**src/rtl/prom_boot_copier.sv**
```systemverilog
// prom_boot_copier: boot-time copy engine. On start, reads every boot PROM
// word and writes it to RAM at DEST_BASE + 4*index over a req/ack port,
// keeping a running mod-2**32 sum of the words written. done is sticky
// until the next start.
`timescale 1ns/1ps
module prom_boot_copier #(
  parameter int unsigned WORDS     = 1024,
  parameter int unsigned ADDR_W    = 10,
  parameter logic [23:0] DEST_BASE = 24'h000000
) (
  input  logic              clk,
  input  logic              rst_n,
  input  logic              start,
  output logic              prom_en,
  output logic [ADDR_W-1:0] prom_addr,
  input  logic [31:0]       prom_data,
  output logic              ram_wr,
  output logic [23:0]       ram_adr,
  output logic [31:0]       ram_wdata,
  input  logic              ram_ack,
  output logic              busy,
  output logic              done,
  output logic [31:0]       sum
);

  typedef enum logic [2:0] {
    S_IDLE  = 3'd0,
    S_READ  = 3'd1,
    S_LATCH = 3'd2,
    S_WRITE = 3'd3,
    S_DONE  = 3'd4
  } state_t;

  // One extra index bit so WORDS == 2**ADDR_W never wraps back to zero.
  localparam logic [ADDR_W:0] LAST_IDX = (ADDR_W+1)'(WORDS - 1);

  state_t            state_q,     state_d;
  logic [ADDR_W:0]   idx_q,       idx_d;
  logic [ADDR_W-1:0] prom_addr_q, prom_addr_d;
  logic [23:0]       ram_adr_q,   ram_adr_d;
  logic [31:0]       ram_wdata_q, ram_wdata_d;
  logic [31:0]       sum_q,       sum_d;
  logic              done_q,      done_d;
  logic              prom_en_q,   prom_en_d;
  logic              ram_wr_q,    ram_wr_d;
  logic              busy_q,      busy_d;

  // Byte offset of the current word; truncation gives the mod-2**24 wrap.
  logic [23:0] byte_off;
  assign byte_off = 24'({idx_q, 2'b00});

  // Next-state and datapath decisions for the copy sequence.
  always_comb begin
    state_d     = state_q;
    idx_d       = idx_q;
    ram_adr_d   = ram_adr_q;
    ram_wdata_d = ram_wdata_q;
    sum_d       = sum_q;
    done_d      = done_q;
    case (state_q)
      S_IDLE, S_DONE: begin
        if (start) begin
          idx_d   = '0;
          sum_d   = '0;
          done_d  = 1'b0;
          state_d = S_READ;
        end
      end
      S_READ: begin
        state_d = S_LATCH;
      end
      S_LATCH: begin
        // PROM data is valid the cycle after the read enable.
        ram_wdata_d = prom_data;
        ram_adr_d   = DEST_BASE + byte_off;
        state_d     = S_WRITE;
      end
      S_WRITE: begin
        // Address/data stay untouched until the write is accepted.
        if (ram_ack) begin
          sum_d = sum_q + ram_wdata_q;
          if (idx_q == LAST_IDX) begin
            done_d  = 1'b1;
            state_d = S_DONE;
          end else begin
            idx_d   = idx_q + 1'b1;
            state_d = S_READ;
          end
        end
      end
      default: begin
        state_d = S_IDLE;
      end
    endcase
  end

  // Output strobes are registered from the next state so they line up
  // with the state they describe; prom_addr only moves when entering READ.
  always_comb begin
    prom_en_d   = (state_d == S_READ);
    ram_wr_d    = (state_d == S_WRITE);
    busy_d      = (state_d == S_READ) || (state_d == S_LATCH) ||
                  (state_d == S_WRITE);
    prom_addr_d = prom_addr_q;
    if (state_d == S_READ) prom_addr_d = idx_d[ADDR_W-1:0];
  end

  // State and registered outputs; reset abandons any copy in flight.
  always_ff @(posedge clk or negedge rst_n) begin
    if (!rst_n) begin
      state_q     <= S_IDLE;
      idx_q       <= '0;
      prom_addr_q <= '0;
      ram_adr_q   <= '0;
      ram_wdata_q <= '0;
      sum_q       <= '0;
      done_q      <= 1'b0;
      prom_en_q   <= 1'b0;
      ram_wr_q    <= 1'b0;
      busy_q      <= 1'b0;
    end else begin
      state_q     <= state_d;
      idx_q       <= idx_d;
      prom_addr_q <= prom_addr_d;
      ram_adr_q   <= ram_adr_d;
      ram_wdata_q <= ram_wdata_d;
      sum_q       <= sum_d;
      done_q      <= done_d;
      prom_en_q   <= prom_en_d;
      ram_wr_q    <= ram_wr_d;
      busy_q      <= busy_d;
    end
  end

  assign prom_en   = prom_en_q;
  assign prom_addr = prom_addr_q;
  assign ram_wr    = ram_wr_q;
  assign ram_adr   = ram_adr_q;
  assign ram_wdata = ram_wdata_q;
  assign busy      = busy_q;
  assign done      = done_q;
  assign sum       = sum_q;

endmodule

```
**config.mk**
```make
export PLATFORM = sky130hd
export DESIGN_NAME = prom_boot_copier
export DESIGN_NICKNAME = d
export VERILOG_FILES = /design/src/rtl/prom_boot_copier.sv
export SDC_FILE = /design/constraint.sdc
export NUM_CORES = 1
export LEC_CHECK = 0
export CORE_MARGIN = 5
export CORE_UTILIZATION = 45
export CTS_CLUSTER_DIAMETER = 50
export DETAILED_ROUTE_END_ITERATION = 8
export PLACE_DENSITY_LB_ADDON = 0.3
export SLEW_MARGIN = 5
export SYNTH_ARGS = -nofsm -noshare
export SYNTH_HDL_FRONTEND = slang
export SYNTH_SLANG_ARGS = --single-unit
```
**constraint.sdc**
```tcl
create_clock -name clk -period 2.8 [get_ports clk]
set_input_delay 0.56 -clock clk [delete_from_list [all_inputs] [get_ports clk]]
set_output_delay 0.56 -clock clk [all_outputs]
set_load 0.05 [all_outputs]
```
==> metrics.txt, run 1 <==
Clock Pin Slew Worst Setup and Hold Paths=0.07 ns; slowest stage cell, crit path=fa_1; deepest clock path buffer count=2; Final ANT Viol Nets=0; Root Driver=clkbuf_16; core area=12500 sq um; status=completed; post-synthesis register bit count=103; placed instance area=7140 sq um; Hold Fails Final Rpt=0; cell count after synthesis=551; total CTS buffers=9; Tmin final=2.60 ns; vias in the first global route=4615; IO Count=138; H-tree levels=3; Port-buffer cells=124; Initial Util=45.6%; largest net degree at the start of global routing=60; crit path kind=reg -> reg; Seq/Total Area, Yosys=45.1%; placed insts=837; Post-synth EDFFs=0; Slew Limit Fails=0; first-pass GRT wire length=23300 um; crit path cell chain=ha_1 -> inv_1 -> fa_1 -> nor2b_1 -> o31ai_2 -> a21oi_1 -> o311ai_2 -> o31a_1 -> o21ai_1 -> xnor2_1 -> o21ai_1; Skew-Pair Late Insertion Delay=0.35 ns; clock sink total=103; Final Core Density=59.4%; Worst setup EP type=register; Routed WL=14300 um; DR pass1 iterations=4; delay-heaviest family, CP=compound AO/OA/AOI/OAI gates; HP Class=in -> async; synthesis-to-layout area growth=30.1%; Hold Buf Count CTS=0; RSZ-0062 raised after global routing=false; CP Launch Type=register; DR vias=4572; final setup violation count=0; CTS tree=yes; Die ar.=15000 sq um; average size of a mapped cell=10.4 sq um; Final Cell Area=7430 sq um; relative max-transition margin=59.2%; grt total ovfl=0; Mapped Area=5710 sq um; GRT Resource Usage Total=19.7%; warnings from Yosys=0; Core Rows=41; cell mode on critical path=o21ai_1; fin cells=853; fraction of layout instances using a drive strength above 1=13.2%; final worst-path cycle share=92.9%; worst clock skew=0.00929 ns; antenna violations before repair=0; WP buf/inv=1; Remaining DRCs=0; Die X=123 um; Max stage delay on crit path=0.40 ns; gp weighted congestion=0.886; Worst EP arrival=2.83 ns; Routed WL per cell=16.7 um; Diodes inserted=0; actual slew at the worst max-slew pin=0.612 ns; WP data required=3.03 ns; Die Ht=123 um; Synth Flop Type=dfrtp_1; max-cap viol count=0; Vias/cell=5.36; synth unique cells=62; setup_tns=0 ns; Final HPWL DP=10700 um; fmax=0.384 GHz; Initial DRC Count=153; Async S/R FF share, synth=100%; Final nets=745; CP max FO=3
metal layers:
metal	global-route usage, %	routed length (um)	vias to the layer above
met5	0	0	-
met3	5.94	911	10
met2	32.1	6980	122
li1	-	-	2221
met4	4.69	133	0
met1	25.8	6260	2219
sequential cells by signal, indices dropped and copies added, names as in the netlist:
name / count
prom_en: 1
sum: 32
ram_wr: 1
state_q: 3
ram_wdata: 32
busy: 1
ram_adr: 11
prom_addr: 10
done: 1
idx_q: 11
kinds of logic after synthesis:
logic type,Yosys count,synth area share (%)
adder cells (fa/ha/maj),33,7.36
buffers and inverters,39,3.51
XOR/XNOR,31,4.76
other,1,0.0657
flip-flops,103,45.1
AO/OA/AOI/OAI,150,17.3
multiplexers,50,9.82
AND/OR/NAND/NOR,144,12.1
per-stage QoR:
stage | worst slack [ns] | hold slack, ns
after floorplan | 0.185 | 0.264
after global placement | 0.264 | 0.458
after detailed placement | 0.185 | 0.469
after CTS | 0.154 | 0.234
after global routing | 0.00196 | 0.255
final | 0.199 | 0.212
synth_stat cells, drive strengths merged, types with 8 or more instances:
cell type | instances | share of area (%)
xor2 | 12 | 1.8
a21oi | 34 | 3.0
nand2 | 68 | 4.5
mux2 | 48 | 9.5
nand4 | 8 | 0.99
nand3 | 11 | 0.96
buf | 17 | 2.1
clkbuf | 13 | 0.85
o21ai | 56 | 4.9
nor2 | 25 | 1.8
xnor2 | 19 | 2.9
inv | 9 | 0.59
ha | 32 | 7.0
dfrtp | 103 | 45
a21o | 12 | 1.6
worst reg2reg max path: stages, from the launching register on:
cell      delay, ns
dfrtp_1        0.37
ha_1           0.18
inv_1          0.06
fa_1           0.40
nor2b_1        0.21
o31ai_2        0.10
a21oi_1        0.30
o311ai_2       0.17
o31a_1         0.31
o21ai_1        0.17
xnor2_1        0.14
o21ai_1        0.07
what timing repair did:
item,in CTS,in global routing
buffers inserted,0,0
resized for setup,0,1
endpoints found under the setup margin,0,2
path summary, 6_finish.rpt:
kind / from / end / cells after the start / slack, ns
max in group asynchronous: rst_n / ram_adr[2]$_DFFE_PN0N_ / 2 / 1.86
worst min-delay path: rst_n / ram_wdata[7]$_DFFE_PN0N_ / 1 / 0.21
worst max register to register: sum[0]$_DFFE_PN0P_ / sum[26]$_DFFE_PN0P_ / 11 / 0.20
worst min register to register: sum[31]$_DFFE_PN0P_ / sum[31]$_DFFE_PN0P_ / 1 / 0.48
worst max-delay path: sum[0]$_DFFE_PN0P_ / sum[26]$_DFFE_PN0P_ / 11 / 0.20
min in group clk: sum[31]$_DFFE_PN0P_ / sum[31]$_DFFE_PN0P_ / 1 / 0.48
placed cells by master, fill, tap and decap left out, types with 5 or more instances in the layout:
cell               n
a21o_1            12
a21oi_1           33
buf_4              7
clkbuf_16          9
clkdlybuf4s50_1  123
conb_1            13
dfrtp_1          103
ha_1              32
inv_1              8
mux2_2            47
nand2_1           68
nand3_1           11
nand4_1            7
nor2_1            22
nor2b_1            5
nor3_1             7
o21a_1             7
o21ai_0           46
o21ai_1            9
xnor2_1           19
xor2_1            12
layout make-up:
class | instances | area, sq um
fillers | 1117 | 5090
clock inverters | 6 | 60.1
multi-input cells | 421 | 2990
clock buffers | 10 | 229
flip-flops and latches | 103 | 2580
repair buffers | 132 | 1320
inverters | 9 | 33.8
well taps | 172 | 215
Power of run 1 is not shown: default switching activity piles up to over one toggle a cycle in this logic, so the estimate is an artifact.
==> inputs of run 2 (changes only) <==
--- a/config.mk
+++ b/config.mk
@@ -5,8 +5,10 @@
 export SDC_FILE = /design/constraint.sdc
 export NUM_CORES = 1
 export LEC_CHECK = 0
+export CELL_PAD_IN_SITES_DETAIL_PLACEMENT = 2
+export CELL_PAD_IN_SITES_GLOBAL_PLACEMENT = 2
 export CORE_MARGIN = 5
-export CORE_UTILIZATION = 45
+export CORE_UTILIZATION = 31
 export CTS_CLUSTER_DIAMETER = 50
 export DETAILED_ROUTE_END_ITERATION = 8
 export PLACE_DENSITY_LB_ADDON = 0.3
==> run 2 against run 1 <==
  * Critical path depth unchanged
  * Die area grew 41%
  * Worst hold slack lost 0.11 ns
  * Fmax decreased by 1.3%
  * Global-route usage shrank 2.3 points
  * Wire length is 28% higher
  * Sequential cell count unchanged
  * Cell count rose by 6.8%
  * Worst setup slack got worse by 0.035 ns
  * Critical path type unchanged
==> metrics.txt, run 2 (synthesized netlist as in run 1, its figures left out) <==
DR pass1 iterations=6 (+2); final setup violation count=0 (unchanged); synthesis-to-layout area growth=32.0%; r2r startpoint=ram_wdata[0]$_DFFE_PN0N_; Initial Util=31.7% (-14 points); most common cell after layout, fill and taps aside=clkdlybuf4s50_1; Worst setup EP type=register; WP data required=3.03 ns (about the same); antenna violations before repair=0 (unchanged); crit path from=ram_wdata[0]$_DFFE_PN0N_; Port-buffer cells=124 (unchanged); fraction of layout instances using a drive strength above 1=14.2% (+1.0 points); first-pass GRT wire length=30200 um (+29%); Final ANT Viol Nets=0 (unchanged); max-cap viol count=0 (unchanged); slowest stage cell, crit path=dfrtp_1; Slew Limit Fails=0 (unchanged); H-tree levels=3 (unchanged); CP max FO=3 (unchanged); Fill cells=1919 (+72%); Max stage delay on crit path=0.40 ns (about the same); Clock Pin Slew Worst Setup and Hold Paths=0.08 ns (about the same); clock sink total=103 (unchanged); CTS tree=yes; core area=18000 sq um (+44%); vias in the first global route=5446 (+18%); total CTS buffers=9 (unchanged); grt total ovfl=0 (unchanged); status=completed; final worst-path cycle share=94.1% (+1.2 points); post_cts resized=0 (unchanged); delay-heaviest family, CP=compound AO/OA/AOI/OAI gates; WP buf/inv=1 (unchanged); fmax=0.379 GHz (-1.3%); largest net degree at the start of global routing=58 (-3.3%); Skew-Pair Late Insertion Delay=0.36 ns (about the same); gp weighted congestion=0.836 (-5.7%); Hold Buf Count CTS=0 (unchanged); Remaining DRCs=0 (unchanged); relative max-transition margin=57.6% (-1.6 points); actual slew at the worst max-slew pin=0.636 ns (+0.0237 ns); Die ar.=21200 sq um (+41%); GRT Resource Usage Total=17.3% (-2.3 points); Routed WL per cell=20.1 um (+20%); Routed WL=18300 um (+28%); DP Worst Slack=0.0709 ns (-0.114 ns); HP Class=in -> async; Worst EP arrival=2.86 ns (+0.03 ns); deepest clock path buffer count=2 (unchanged); Core Rows=49 (+20%); Root Driver=clkbuf_16; most frequent cells in the layout=123 x clkdlybuf4s50_1, 103 x dfrtp_1, 68 x nand2_1; Vias/cell=5.21 (-2.8%); Diodes inserted=0 (unchanged); Final HPWL DP=13700 um (+28%); worst clock skew=0.0146 ns (+0.00533 ns); Initial DRC Count=118 (-23%); Tmin final=2.64 ns (+0.0349 ns); IO Count=138 (unchanged); Die Ht=146 um (+19%); post-CTS setup buffers=0 (unchanged); crit path kind=reg -> reg; final setup margin=0.164 ns (-0.0349 ns); CP Launch Type=register; Die X=146 um (+19%); DR vias=4745 (+3.8%); crit path cell chain=ha_1 -> inv_1 -> fa_1 -> nor2b_1 -> o31ai_2 -> a21oi_2 -> o311ai_4 -> o21ai_2 -> a211oi_1 -> xor2_1 -> o21ai_0; Hold Fails Final Rpt=0 (unchanged); R2R setup slack=0.16 ns (-0.03 ns); Final nets=746 (+0.13%)
[run 2: cell count changes in the layout (fill, tap and decap cells not counted), moves of 2 or more]
| cell | delta |
|---|---|
| inv_6 | +2 |
| a21oi_1 | -4 |
| buf_4 | +2 |
| inv_8 | -2 |
| a21oi_2 | +4 |
[run 2: worst register-to-register path, stage by stage (launching register included)]
cell      delay [ns]
dfrtp_1         0.40
ha_1            0.22
inv_1           0.08
fa_1            0.21
nor2b_1         0.08
o31ai_2         0.30
a21oi_2         0.16
o311ai_4        0.31
o21ai_2         0.13
a211oi_1        0.31
xor2_1          0.22
o21ai_0         0.10
[run 2: final timing paths]
kind | to | cells past startpoint
min in group clk | sum[31]$_DFFE_PN0P_ | 1
setup reg to reg | sum[30]$_DFFE_PN0P_ | 11
hold reg to reg | sum[31]$_DFFE_PN0P_ | 1
hold / removal | ram_wdata[7]$_DFFE_PN0N_ | 1
setup / recovery | sum[30]$_DFFE_PN0P_ | 11
max in group asynchronous | sum[22]$_DFFE_PN0P_ | 2
[run 2: routing by layer]
layer  up-vias  global-route usage, %  part of all wire (%)
met4         0                   4.38                   1.2
met3        15                   4.02                   4.6
met5         -                      0                     0
li1       2214                      -                     -
met1      2410                   20.8                    42
met2       106                   31.2                    52
[run 2: stage by stage]
step / cells / TNS, ns / hold slack (ns) / instance area, sq um / util [%]
final: 911 / 0 / 0.0991 / 7530 / 41.8
after global routing: 911 / -0.00807 / 0.122 / 7530 / 41.8
after CTS: 911 / 0 / 0.105 / 7500 / 41.6
after detailed placement: 895 / 0 / 0.477 / 7200 / 40.0
after global placement: 895 / 0 / 0.469 / 7200 / 40.0
after floorplan: 563 / 0 / 0.264 / 5750 / -
[run 2: final cells by class]
| class | count | area, sq um | share of cell area, % |
|---|---|---|---|
| Clock buffer | 9 | 225 | 2.99 |
| Clock inverter | 7 | 71.3 | 0.947 |
| Inverter | 9 | 33.8 | 0.448 |
| Multi-Input combinational cell | 421 | 3020 | 40.1 |
| Sequential cell | 103 | 2580 | 34.2 |
| Tap cell | 229 | 287 | 3.80 |
| Timing Repair Buffer | 133 | 1320 | 17.5 |
Power of run 2 is left out for the same reason.
==> inputs of run 3 (changes only) <==
--- a/config.mk
+++ b/config.mk
@@ -5,6 +5,7 @@
 export SDC_FILE = /design/constraint.sdc
 export NUM_CORES = 1
 export LEC_CHECK = 0
+export CAP_MARGIN = 20
 export CELL_PAD_IN_SITES_DETAIL_PLACEMENT = 2
 export CELL_PAD_IN_SITES_GLOBAL_PLACEMENT = 2
 export CORE_MARGIN = 5
==> results of run 3 <==
The final DEF is identical to that of run 2; final timing and power are the same.
Power of run 3 is left out for the same reason.
